===== src/rtl/round_sequencer.sv =====
// rtl/round_sequencer.sv - play-round scheduler: countdown, scroll step ticks, result hold
// Optional PLAY/PAUSE toggling on pause_btn rising edges is built when ROUND_PAUSE_EN is defined.
module round_sequencer #(
  parameter int unsigned STEP_DIV        = 1000,
  parameter int unsigned COUNTDOWN_STEPS = 3,
  parameter int unsigned RESULT_HOLD     = 64
) (
  input  logic        clk,
  input  logic        rst,
  input  logic        start,
  input  logic [1:0]  song_id,
  input  logic        finish_in,
  input  logic        abort,
  input  logic        pause_btn,
  output logic [2:0]  phase,
  output logic [1:0]  song_latched,
  output logic [1:0]  countdown,
  output logic        step_tick,
  output logic [15:0] step_count,
  output logic        score_clr
);
  localparam int unsigned DIV_W  = (STEP_DIV > 1) ? $clog2(STEP_DIV) : 1;
  localparam int unsigned HOLD_W = (RESULT_HOLD > 1) ? $clog2(RESULT_HOLD) : 1;
  localparam logic [1:0]        CD_INIT   = 2'(COUNTDOWN_STEPS);
  localparam logic [HOLD_W-1:0] HOLD_LAST = HOLD_W'(RESULT_HOLD - 1);

  typedef enum logic [2:0] {
    IDLE      = 3'd0,
    COUNTDOWN = 3'd1,
    PLAY      = 3'd2,
    RESULT    = 3'd3,
    PAUSE     = 3'd4
  } phase_e;

  phase_e            phase_q, phase_d;
  logic [1:0]        song_q, song_d;
  logic [1:0]        countdown_q, countdown_d;
  logic              step_tick_q, step_tick_d;
  logic [15:0]       step_count_q, step_count_d;
  logic              score_clr_q, score_clr_d;
  logic [DIV_W-1:0]  div_cnt_q, div_cnt_d;
  logic [HOLD_W-1:0] hold_cnt_q, hold_cnt_d;

  logic [31:0] period;
  logic        div_last;
  logic        pause_edge;

  assign period   = STEP_DIV >> song_q;
  assign div_last = (32'(div_cnt_q) == period - 32'd1);

`ifdef ROUND_PAUSE_EN
  logic pause_prev_q;

  always_ff @(posedge clk) begin
    if (rst) pause_prev_q <= 1'b0;
    else     pause_prev_q <= pause_btn;
  end

  assign pause_edge = pause_btn & ~pause_prev_q;
`else
  logic unused_pause_btn;
  assign unused_pause_btn = pause_btn;
  assign pause_edge       = 1'b0;
`endif

  always_ff @(posedge clk) begin
    if (rst) begin
      phase_q      <= IDLE;
      song_q       <= 2'd0;
      countdown_q  <= 2'd0;
      step_tick_q  <= 1'b0;
      step_count_q <= 16'd0;
      score_clr_q  <= 1'b0;
      div_cnt_q    <= '0;
      hold_cnt_q   <= '0;
    end else begin
      phase_q      <= phase_d;
      song_q       <= song_d;
      countdown_q  <= countdown_d;
      step_tick_q  <= step_tick_d;
      step_count_q <= step_count_d;
      score_clr_q  <= score_clr_d;
      div_cnt_q    <= div_cnt_d;
      hold_cnt_q   <= hold_cnt_d;
    end
  end

  always_comb begin
    phase_d = phase_q;
    case (phase_q)
      IDLE: begin
        if (start && song_id != 2'd3) phase_d = COUNTDOWN;
      end
      COUNTDOWN: begin
        if (abort)                              phase_d = IDLE;
        else if (div_last && countdown_q == 2'd1) phase_d = PLAY;
      end
      PLAY: begin
        if (abort)           phase_d = IDLE;
        else if (finish_in)  phase_d = RESULT;
        else if (pause_edge) phase_d = PAUSE;
      end
      PAUSE: begin
        if (abort)           phase_d = IDLE;
        else if (finish_in)  phase_d = RESULT;
        else if (pause_edge) phase_d = PLAY;
      end
      RESULT: begin
        // A start here only dismisses the result screen; it never opens a round.
        if (abort || start)                         phase_d = IDLE;
        else if (div_last && hold_cnt_q == HOLD_LAST) phase_d = IDLE;
      end
      default: phase_d = IDLE;
    endcase
  end

  always_comb begin
    song_d       = song_q;
    countdown_d  = countdown_q;
    step_tick_d  = 1'b0;
    step_count_d = step_count_q;
    score_clr_d  = 1'b0;
    div_cnt_d    = div_cnt_q;
    hold_cnt_d   = hold_cnt_q;
    case (phase_q)
      IDLE: begin
        div_cnt_d = '0;
        if (phase_d == COUNTDOWN) begin
          song_d       = song_id;
          countdown_d  = CD_INIT;
          step_count_d = 16'd0;
          score_clr_d  = 1'b1;
        end
      end
      COUNTDOWN: begin
        div_cnt_d = div_last ? '0 : div_cnt_q + 1'b1;
        if (div_last) countdown_d = countdown_q - 2'd1;
      end
      PLAY: begin
        if (phase_d == PLAY) begin
          div_cnt_d = div_last ? '0 : div_cnt_q + 1'b1;
          if (div_last) begin
            step_tick_d = 1'b1;
            if (step_count_q != 16'hFFFF) step_count_d = step_count_q + 16'd1;
          end
        end else if (phase_d != PAUSE) begin
          div_cnt_d = '0;
        end
      end
      PAUSE: begin
        if (phase_d != PLAY && phase_d != PAUSE) div_cnt_d = '0;
      end
      RESULT: begin
        if (phase_d == RESULT) begin
          div_cnt_d = div_last ? '0 : div_cnt_q + 1'b1;
          if (div_last) hold_cnt_d = hold_cnt_q + 1'b1;
        end else begin
          div_cnt_d = '0;
        end
      end
      default: div_cnt_d = '0;
    endcase
    if (phase_d == RESULT && phase_q != RESULT) hold_cnt_d = '0;
    if (phase_d == IDLE && phase_q != IDLE)     countdown_d = 2'd0;
  end

  assign phase        = phase_q;
  assign song_latched = song_q;
  assign countdown    = countdown_q;
  assign step_tick    = step_tick_q;
  assign step_count   = step_count_q;
  assign score_clr    = score_clr_q;
endmodule


===== config.mk =====
export PLATFORM = sky130hd
export DESIGN_NAME = round_sequencer
export DESIGN_NICKNAME = d
export VERILOG_FILES = /design/src/rtl/round_sequencer.sv
export SDC_FILE = /design/constraint.sdc
export NUM_CORES = 1
export LEC_CHECK = 0
export CAP_MARGIN = 20
export CORE_MARGIN = 2
export CORE_UTILIZATION = 57
export CTS_BUF_LIST = sky130_fd_sc_hd__clkbuf_8
export DETAILED_ROUTE_END_ITERATION = 10
export PLACE_DENSITY = 0.81
export SLEW_MARGIN = 25
export SYNTH_ARGS = -nofsm -noshare
export SYNTH_HDL_FRONTEND = slang
export SYNTH_SLANG_ARGS = --single-unit

===== constraint.sdc =====
create_clock -name clk -period 5.8 [get_ports clk]
set_input_delay 0.87 -clock clk [delete_from_list [all_inputs] [get_ports clk]]
set_output_delay 0.87 -clock clk [all_outputs]
set_load 0.02 [all_outputs]

* Word-level counts from Yosys, hierarchy flattened
Cells that the tools add are included.
** Word-level totals
- Register bits :: 41
- Input port bits :: 8
- Output and inout bits :: 25
- Word-level logic and storage cells :: 85
** Cells by class
- $add $sub $neg :: 5
- Eq/ne operators :: 22
- Shift operators :: 1
- Multiplexer cells :: 24
- Bitwise operators :: 3
- Reduce and logical (&&, ||, !) cells :: 22
** Operator list (count)
- $mux 16 :: 4
- $mux 10 :: 5
- $pmux 10 s4 :: 1
- $eq 10x32->1 :: 1
- $pmux 16 s2 :: 1
- $shr 10x2->32 const A :: 1
- $sub 32x1->32 const B :: 1
- $mux 3 :: 7
- $add 16x1->16 const B :: 1
- $ne 16x16->1 const B :: 1
- $ne 2x2->1 const B :: 7
- $eq 3x2->1 const B :: 4
- $pmux 3 s4 :: 1
- $add 10x1->10 const B :: 1
- $reduce_or 2->1 :: 4
- $add 6x1->6 const B :: 1
- $eq 3x1->1 const B :: 2
- $eq 6x6->1 const B :: 1
- $logic_and 1x1->1 :: 6
- $logic_not 3->1 :: 2
- $ne 3x2->1 const B :: 2
- $ne 3x3->1 const B :: 2
- $reduce_and 3->1 :: 2
- $reduce_and 5->1 :: 1
- other kinds (12) :: 18

* Logic depth before layout (Yosys ltp)
- Word-level depth :: 11
- Depth in mapped cells :: 9
- Depth with buffers taken out :: 8

* Worst setup path after synthesis
No wires, ideal clock.
- Path type :: flip-flop to flip-flop
- Start point :: register song_q[1] (netlist: song_latched[1])
- End point :: register step_count_q[13] (netlist: step_count[13])
- Arrival :: 2436 ps
- Required time :: 5730 ps
- Slack :: 3294 ps
- Cell stages (with the launch flop) :: 10
- Buffers on the path :: 1
- Clock period less this slack :: 2506 ps
- Cells stage by stage :: dfxtp_1 inv_1 ha_1 xor2_1 xnor2_1 nor4_4 a31oi_2 buf_6 or4_1 a21oi_1
** Between the ends
- Longest elaborated chain between the ends :: 10
- Elaborated cells on any way between the ends :: 16
- Classes of those cells :: 1 x add/sub; 6 x eq/ne; 1 x shift; 5 x mux; 3 x reduce/logical
** Ends and longest elaborated chain
- from (decl) :: RTL line 36 : logic [1:0] song_q, song_d;
- from (signal assigned) :: RTL line 78 : song_q <= song_d;
- $shr 10x2->32 (*) :: RTL line 48 : assign period = STEP_DIV >> song_q;
- $sub 32x1->32 (*) :: RTL line 49 : assign div_last = (32'(div_cnt_q) == period - 32'd1);
- $eq 10x32->1 (*) :: RTL line 49
- $logic_and 1x1->1, on equally long branches :: RTL line 111, 96
- $mux 3, on equally long branches :: RTL line 111, 96
- $mux 3, on equally long branches :: RTL line 110, 95
- $pmux 3 s4 :: RTL line 90 : case (phase_q)
- $eq 3x2->1 / $eq 3x1->1 (equally long branches) :: RTL line 140, 128
- $ne 2x2->1 (no line)
- $reduce_and 5->1 (no line) (*)
- to (signal assigned) :: RTL line 81 : step_count_q <= step_count_d;
- to (decl) :: RTL line 39 : logic [15:0] step_count_q, step_count_d;
Mark *: on every way between the ends. The rest lies on a longest branch, timed or not.
A chain may end at the register's enable or synchronous reset.

* Final worst setup path
- Start point :: input port abort
- End point :: register step_count_q[15] (netlist: step_count[15])
** Between the ends
- Longest elaborated chain between the ends :: 6
- Elaborated cells on any way between the ends :: 10
- Classes of those cells :: 4 x eq/ne; 4 x mux; 2 x reduce/logical
** Ends and longest elaborated chain
- from (decl) :: RTL line 13 : input logic abort,
- $logic_or 1x1->1 :: RTL line 110 : if (abort || start) phase_d = IDLE;
- $mux 3 :: RTL line 110
- $pmux 3 s4 (*) :: RTL line 90
- $eq 3x2->1 / $eq 3x1->1 (equally long branches) :: RTL line 140, 128
- $ne 2x2->1 (no line)
- $reduce_and 5->1 (no line) (*)
Marked as above.

==> results summary <==
The share of layout cells above drive strength 1 came out at 4.94%. The worst hold path terminates at hold_cnt_q[5]. The total of warnings raised by yosys came out at 0.

The biggest area contributor in the post-synthesis netlist is sky130_fd_sc_hd__dfxtp_1. The floorplan step set the die height to 69.5 um. The type of element capturing the critical path is a register.

The design draws 0.000538 W. The distinct cell type count of the synthesized netlist came out at 51. TritonCTS built the clock tree. The class of the most critical hold timing path is register to register. The finished layout cell area came out at 2850 um^2.

The synthesized netlist occupies a cell area of 2450 um^2. The count of non-filler cells in the finished layout came out at 374. The worst reg2reg path startpoint is phase[2]. The number of enable flip-flop cells after synthesis is 0. The largest individual stage delay along the critical path comes from the cell sky130_fd_sc_hd__o31ai_2. Adding up every negative setup slack in the final design gives 0 ns. Clock skew on the completed layout was measured at 0.0115 ns. The clock latency reported for the late side of the worst-skew pair came out at 0.29 ns. In the finished design, the share of the clock period the worst path needs comes to 54.9%. The peak supply drop came out at 0.150 mV. The maximum number of buffers from clock root to sink came out at 2. The number of vias after detailed routing came out at 2338. The path type of the worst setup path is input pin to register. The fraction of the yosys area taken by sequential cells came out at 33.6%. After detailed routing, the number of remaining DRC violations is 0.

The HPWL reported at the end of detailed placement came out at 3990 um. The number of I/O pins is 33. The detailed-router iteration count before antenna repair came out at 6. The highest clock frequency the design can meet is 314 MHz. The worst hold path begins at hold_cnt_q[5]. The number of I/O port buffers is 31. The worst setup slack for register-to-register paths came out at 3.02 ns.

STA puts the critical path data required time at 6.02 ns. The number of buffers and inverters on the critical path is 1. The number of sinks driven by the clock tree is 41. Sorting the synthesized cells by area gives the leading types as sky130_fd_sc_hd__dfxtp_1 34%, sky130_fd_sc_hd__ha_1 4.6%, sky130_fd_sc_hd__nand4_1 4.6%. The number of inserted filler cells in the final layout came out at 345. The synthesized net count is 316. The tightest slew margin relative to the limit is 38.9%. In this design, the stage delay of the slowest critical-path cell is 0.82 ns. The cell area after placement is 2760 um^2.

The cell row count is 23. The die boundary width came out at 69.5 um. Across every metal layer, demand over resource in global routing totals 23.2%. The power density relative to cell area is 189 nW/um^2. The average routed wire per standard cell came out at 14.6 um. The clock transition time at the flip-flop clock pins of the worst setup and hold paths came out at 0.08 ns. The total clock buffers created by CTS is 5.

The first-iteration detailed-routing DRC count is 181. The cell family with the largest share of critical-path delay is compound AO/OA/AOI/OAI gates. The number of pins with negative max-slew slack in the final report is 0. The via count of the first global-routing pass is 1986. The post-detailed-route via-to-cell ratio is 6.25. Summed over all layers, the routed wires come to 5450 um. The number of post-CTS setup repair buffers is 0. Setup repair after global routing left no endpoint under its margin. The starting density of the core came out at 60.3%. The number of antenna violations at the first check in global routing is 0. The antenna cell count came out at 0.

In this run the worst path has a maximum fanout of 14. After layout, the minimum clock period comes to 3.19 ns. Walking the worst path, the cells encountered are clkdlybuf4s50_1, nand4bb_1, a211oi_1, o31ai_2, nand3_1, or4_1, a21oi_1. The utilization of the core after routing is 70.1%. The count of hold-fix buffers inserted at cts is 0. The post-CTS resize count is 0. Relative to the synthesized area, the layout overhead comes to 16.3%.

STA classifies the critical path startpoint as an input pin. The max-capacitance violation count came out at 0. The number of cells traversed by the worst hold path came out at 2. Synthesis produced a netlist whose cell count is 299. Setup violations remaining at the end of the flow were counted as 0. The final estimated routing congestion in global placement came out at 0.836. The endpoint identified for the worst register-to-register timing path is step_count[15]. Entering global routing, the biggest net connects 31 pins. The number of register bits inferred by synthesis is 41.

The number of nets in the layout came out at 342. The depth of the most critical reg-to-reg path is 6. The most used flip-flop cell after synthesis is sky130_fd_sc_hd__dfxtp_1.

The run finished with clean final reports. The standby leakage power is 0.969 nW. The core region is 4060 um^2. The total instance count after detailed placement came out at 368. The final hold violation count came out at 0. The root buffer cell is sky130_fd_sc_hd__clkbuf_8. After global routing the overflow that remains totals 0. The worst path arrival time is 3.41 ns.

The first-pass GRT wire length came out at 9320 um. The actual transition at the worst max-transition pin came out at 0.912 ns. In this run the number of H-tree levels came out at 2. Counting flops with an async set or reset pin after synthesis yields a share of 0%. The number of nets still failing antenna checks after routing is 0. The average instance in the mapped netlist occupies 8.18 um^2. The floorplan die area is 4830 um^2. The portion of synthesized cell area occupied by the leading cell type came out at 33.6%.
[per-layer routing]
layer,track usage [%],part of all wire [%],up-vias
met5,0,0,-
met4,7.63,0.94,0
met3,4.51,6.2,6
met2,36.0,45,86
met1,32.5,48,1098
li1,-,-,1148
[worst max-delay path by stage]
stage	end	cells past startpoint	startpoint	slack, ns
3_5_place_dp	step_count[9]	7	abort	2.30
5_1_grt	step_count[15]	7	abort	2.35
4_1_cts	step_count[9]	7	abort	2.61
6_report	step_count[15]	7	abort	2.61
2_1_floorplan	step_count[13]	9	song_latched[1]	3.29
3_3_place_gp	step_count[15]	7	abort	2.31
[tightest hold or removal path, delay by kind of cell (launching register included)]
family | cells | cell delay [ns]
muxes | 1 | 0.06
and+or+nand+nor | 1 | 0.06
DFF | 1 | 0.32
[state kept, by name, indices dropped and copies added (netlist names)]
name / count
song_latched: 2
step_tick: 1
countdown: 2
phase: 3
score_clr: 1
div_cnt_q: 10
hold_cnt_q: 6
step_count: 16
[metrics by stage]
| stage | hold slack (ns) | setup slack, ns |
|---|---|---|
| finish | 0.490 | 2.61 |
| global route | 0.514 | 2.35 |
| CTS | 0.491 | 2.61 |
| detailed placement | 0.479 | 2.30 |
| global placement | 0.458 | 2.31 |
| floorplan | 0.442 | 3.29 |
[power by group]
group,switching (W),total (W),internal (W)
Combinational,0.0000411,0.0000695,0.0000284
Clock,0.0000958,0.000175,0.0000793
Sequential,0.00000699,0.000293,0.000286
Total,0.000144,0.000538,0.000394
[final cells by class]
type / instances / area, um^2 / area share [%]
multi-input cells: 236 / 1540 / 54.1
flip-flops and latches: 41 / 821 / 28.8
repair buffers: 31 / 310 / 10.9
clock buffers: 5 / 68.8 / 2.42
well taps: 50 / 62.6 / 2.20
inverters: 10 / 37.5 / 1.32
clock inverters: 1 / 5.00 / 0.176
[cells in the final DEF (no fill, tap or decap), types with 9 or more instances in the layout]
cell	Yosys	routed
sky130_fd_sc_hd__nand3_1	10	10
sky130_fd_sc_hd__nor2_1	26	26
sky130_fd_sc_hd__dfxtp_1	41	41
sky130_fd_sc_hd__inv_1	10	10
sky130_fd_sc_hd__nand2_1	25	25
sky130_fd_sc_hd__and3_1	10	10
sky130_fd_sc_hd__ha_1	9	9
sky130_fd_sc_hd__o21ai_0	16	16
sky130_fd_sc_hd__clkdlybuf4s50_1	0	31
sky130_fd_sc_hd__xor2_1	12	12
sky130_fd_sc_hd__nand4_1	18	18
sky130_fd_sc_hd__a21oi_1	20	20
sky130_fd_sc_hd__or3_1	16	16
[synthesized netlist by cell type, types with 4 or more instances]
library cell and count:
sky130_fd_sc_hd__ha_1 9, sky130_fd_sc_hd__o21ai_0 16, sky130_fd_sc_hd__a21oi_1 20, sky130_fd_sc_hd__clkbuf_1 8, sky130_fd_sc_hd__xor2_1 12, sky130_fd_sc_hd__inv_1 10, sky130_fd_sc_hd__a31oi_1 4, sky130_fd_sc_hd__dfxtp_1 41
sky130_fd_sc_hd__nor3_1 5, sky130_fd_sc_hd__nand2_1 25, sky130_fd_sc_hd__nor2_1 26, sky130_fd_sc_hd__or3_1 16, sky130_fd_sc_hd__or4_1 6, sky130_fd_sc_hd__xnor2_1 7, sky130_fd_sc_hd__and3_1 10, sky130_fd_sc_hd__nand4_1 18
sky130_fd_sc_hd__nand3_1 10, sky130_fd_sc_hd__mux2i_1 7
[cell families after synthesis]
group / Yosys count / share of synthesized area, %
simple gates: 142 / 33.1
compound gates: 58 / 14.8
flops: 41 / 33.6
buf+inv: 22 / 3.84
xor+xnor: 19 / 6.80
fa+ha+maj: 10 / 5.01
mux: 7 / 2.86
No activity file was read; power rests on OpenSTA's default activity.
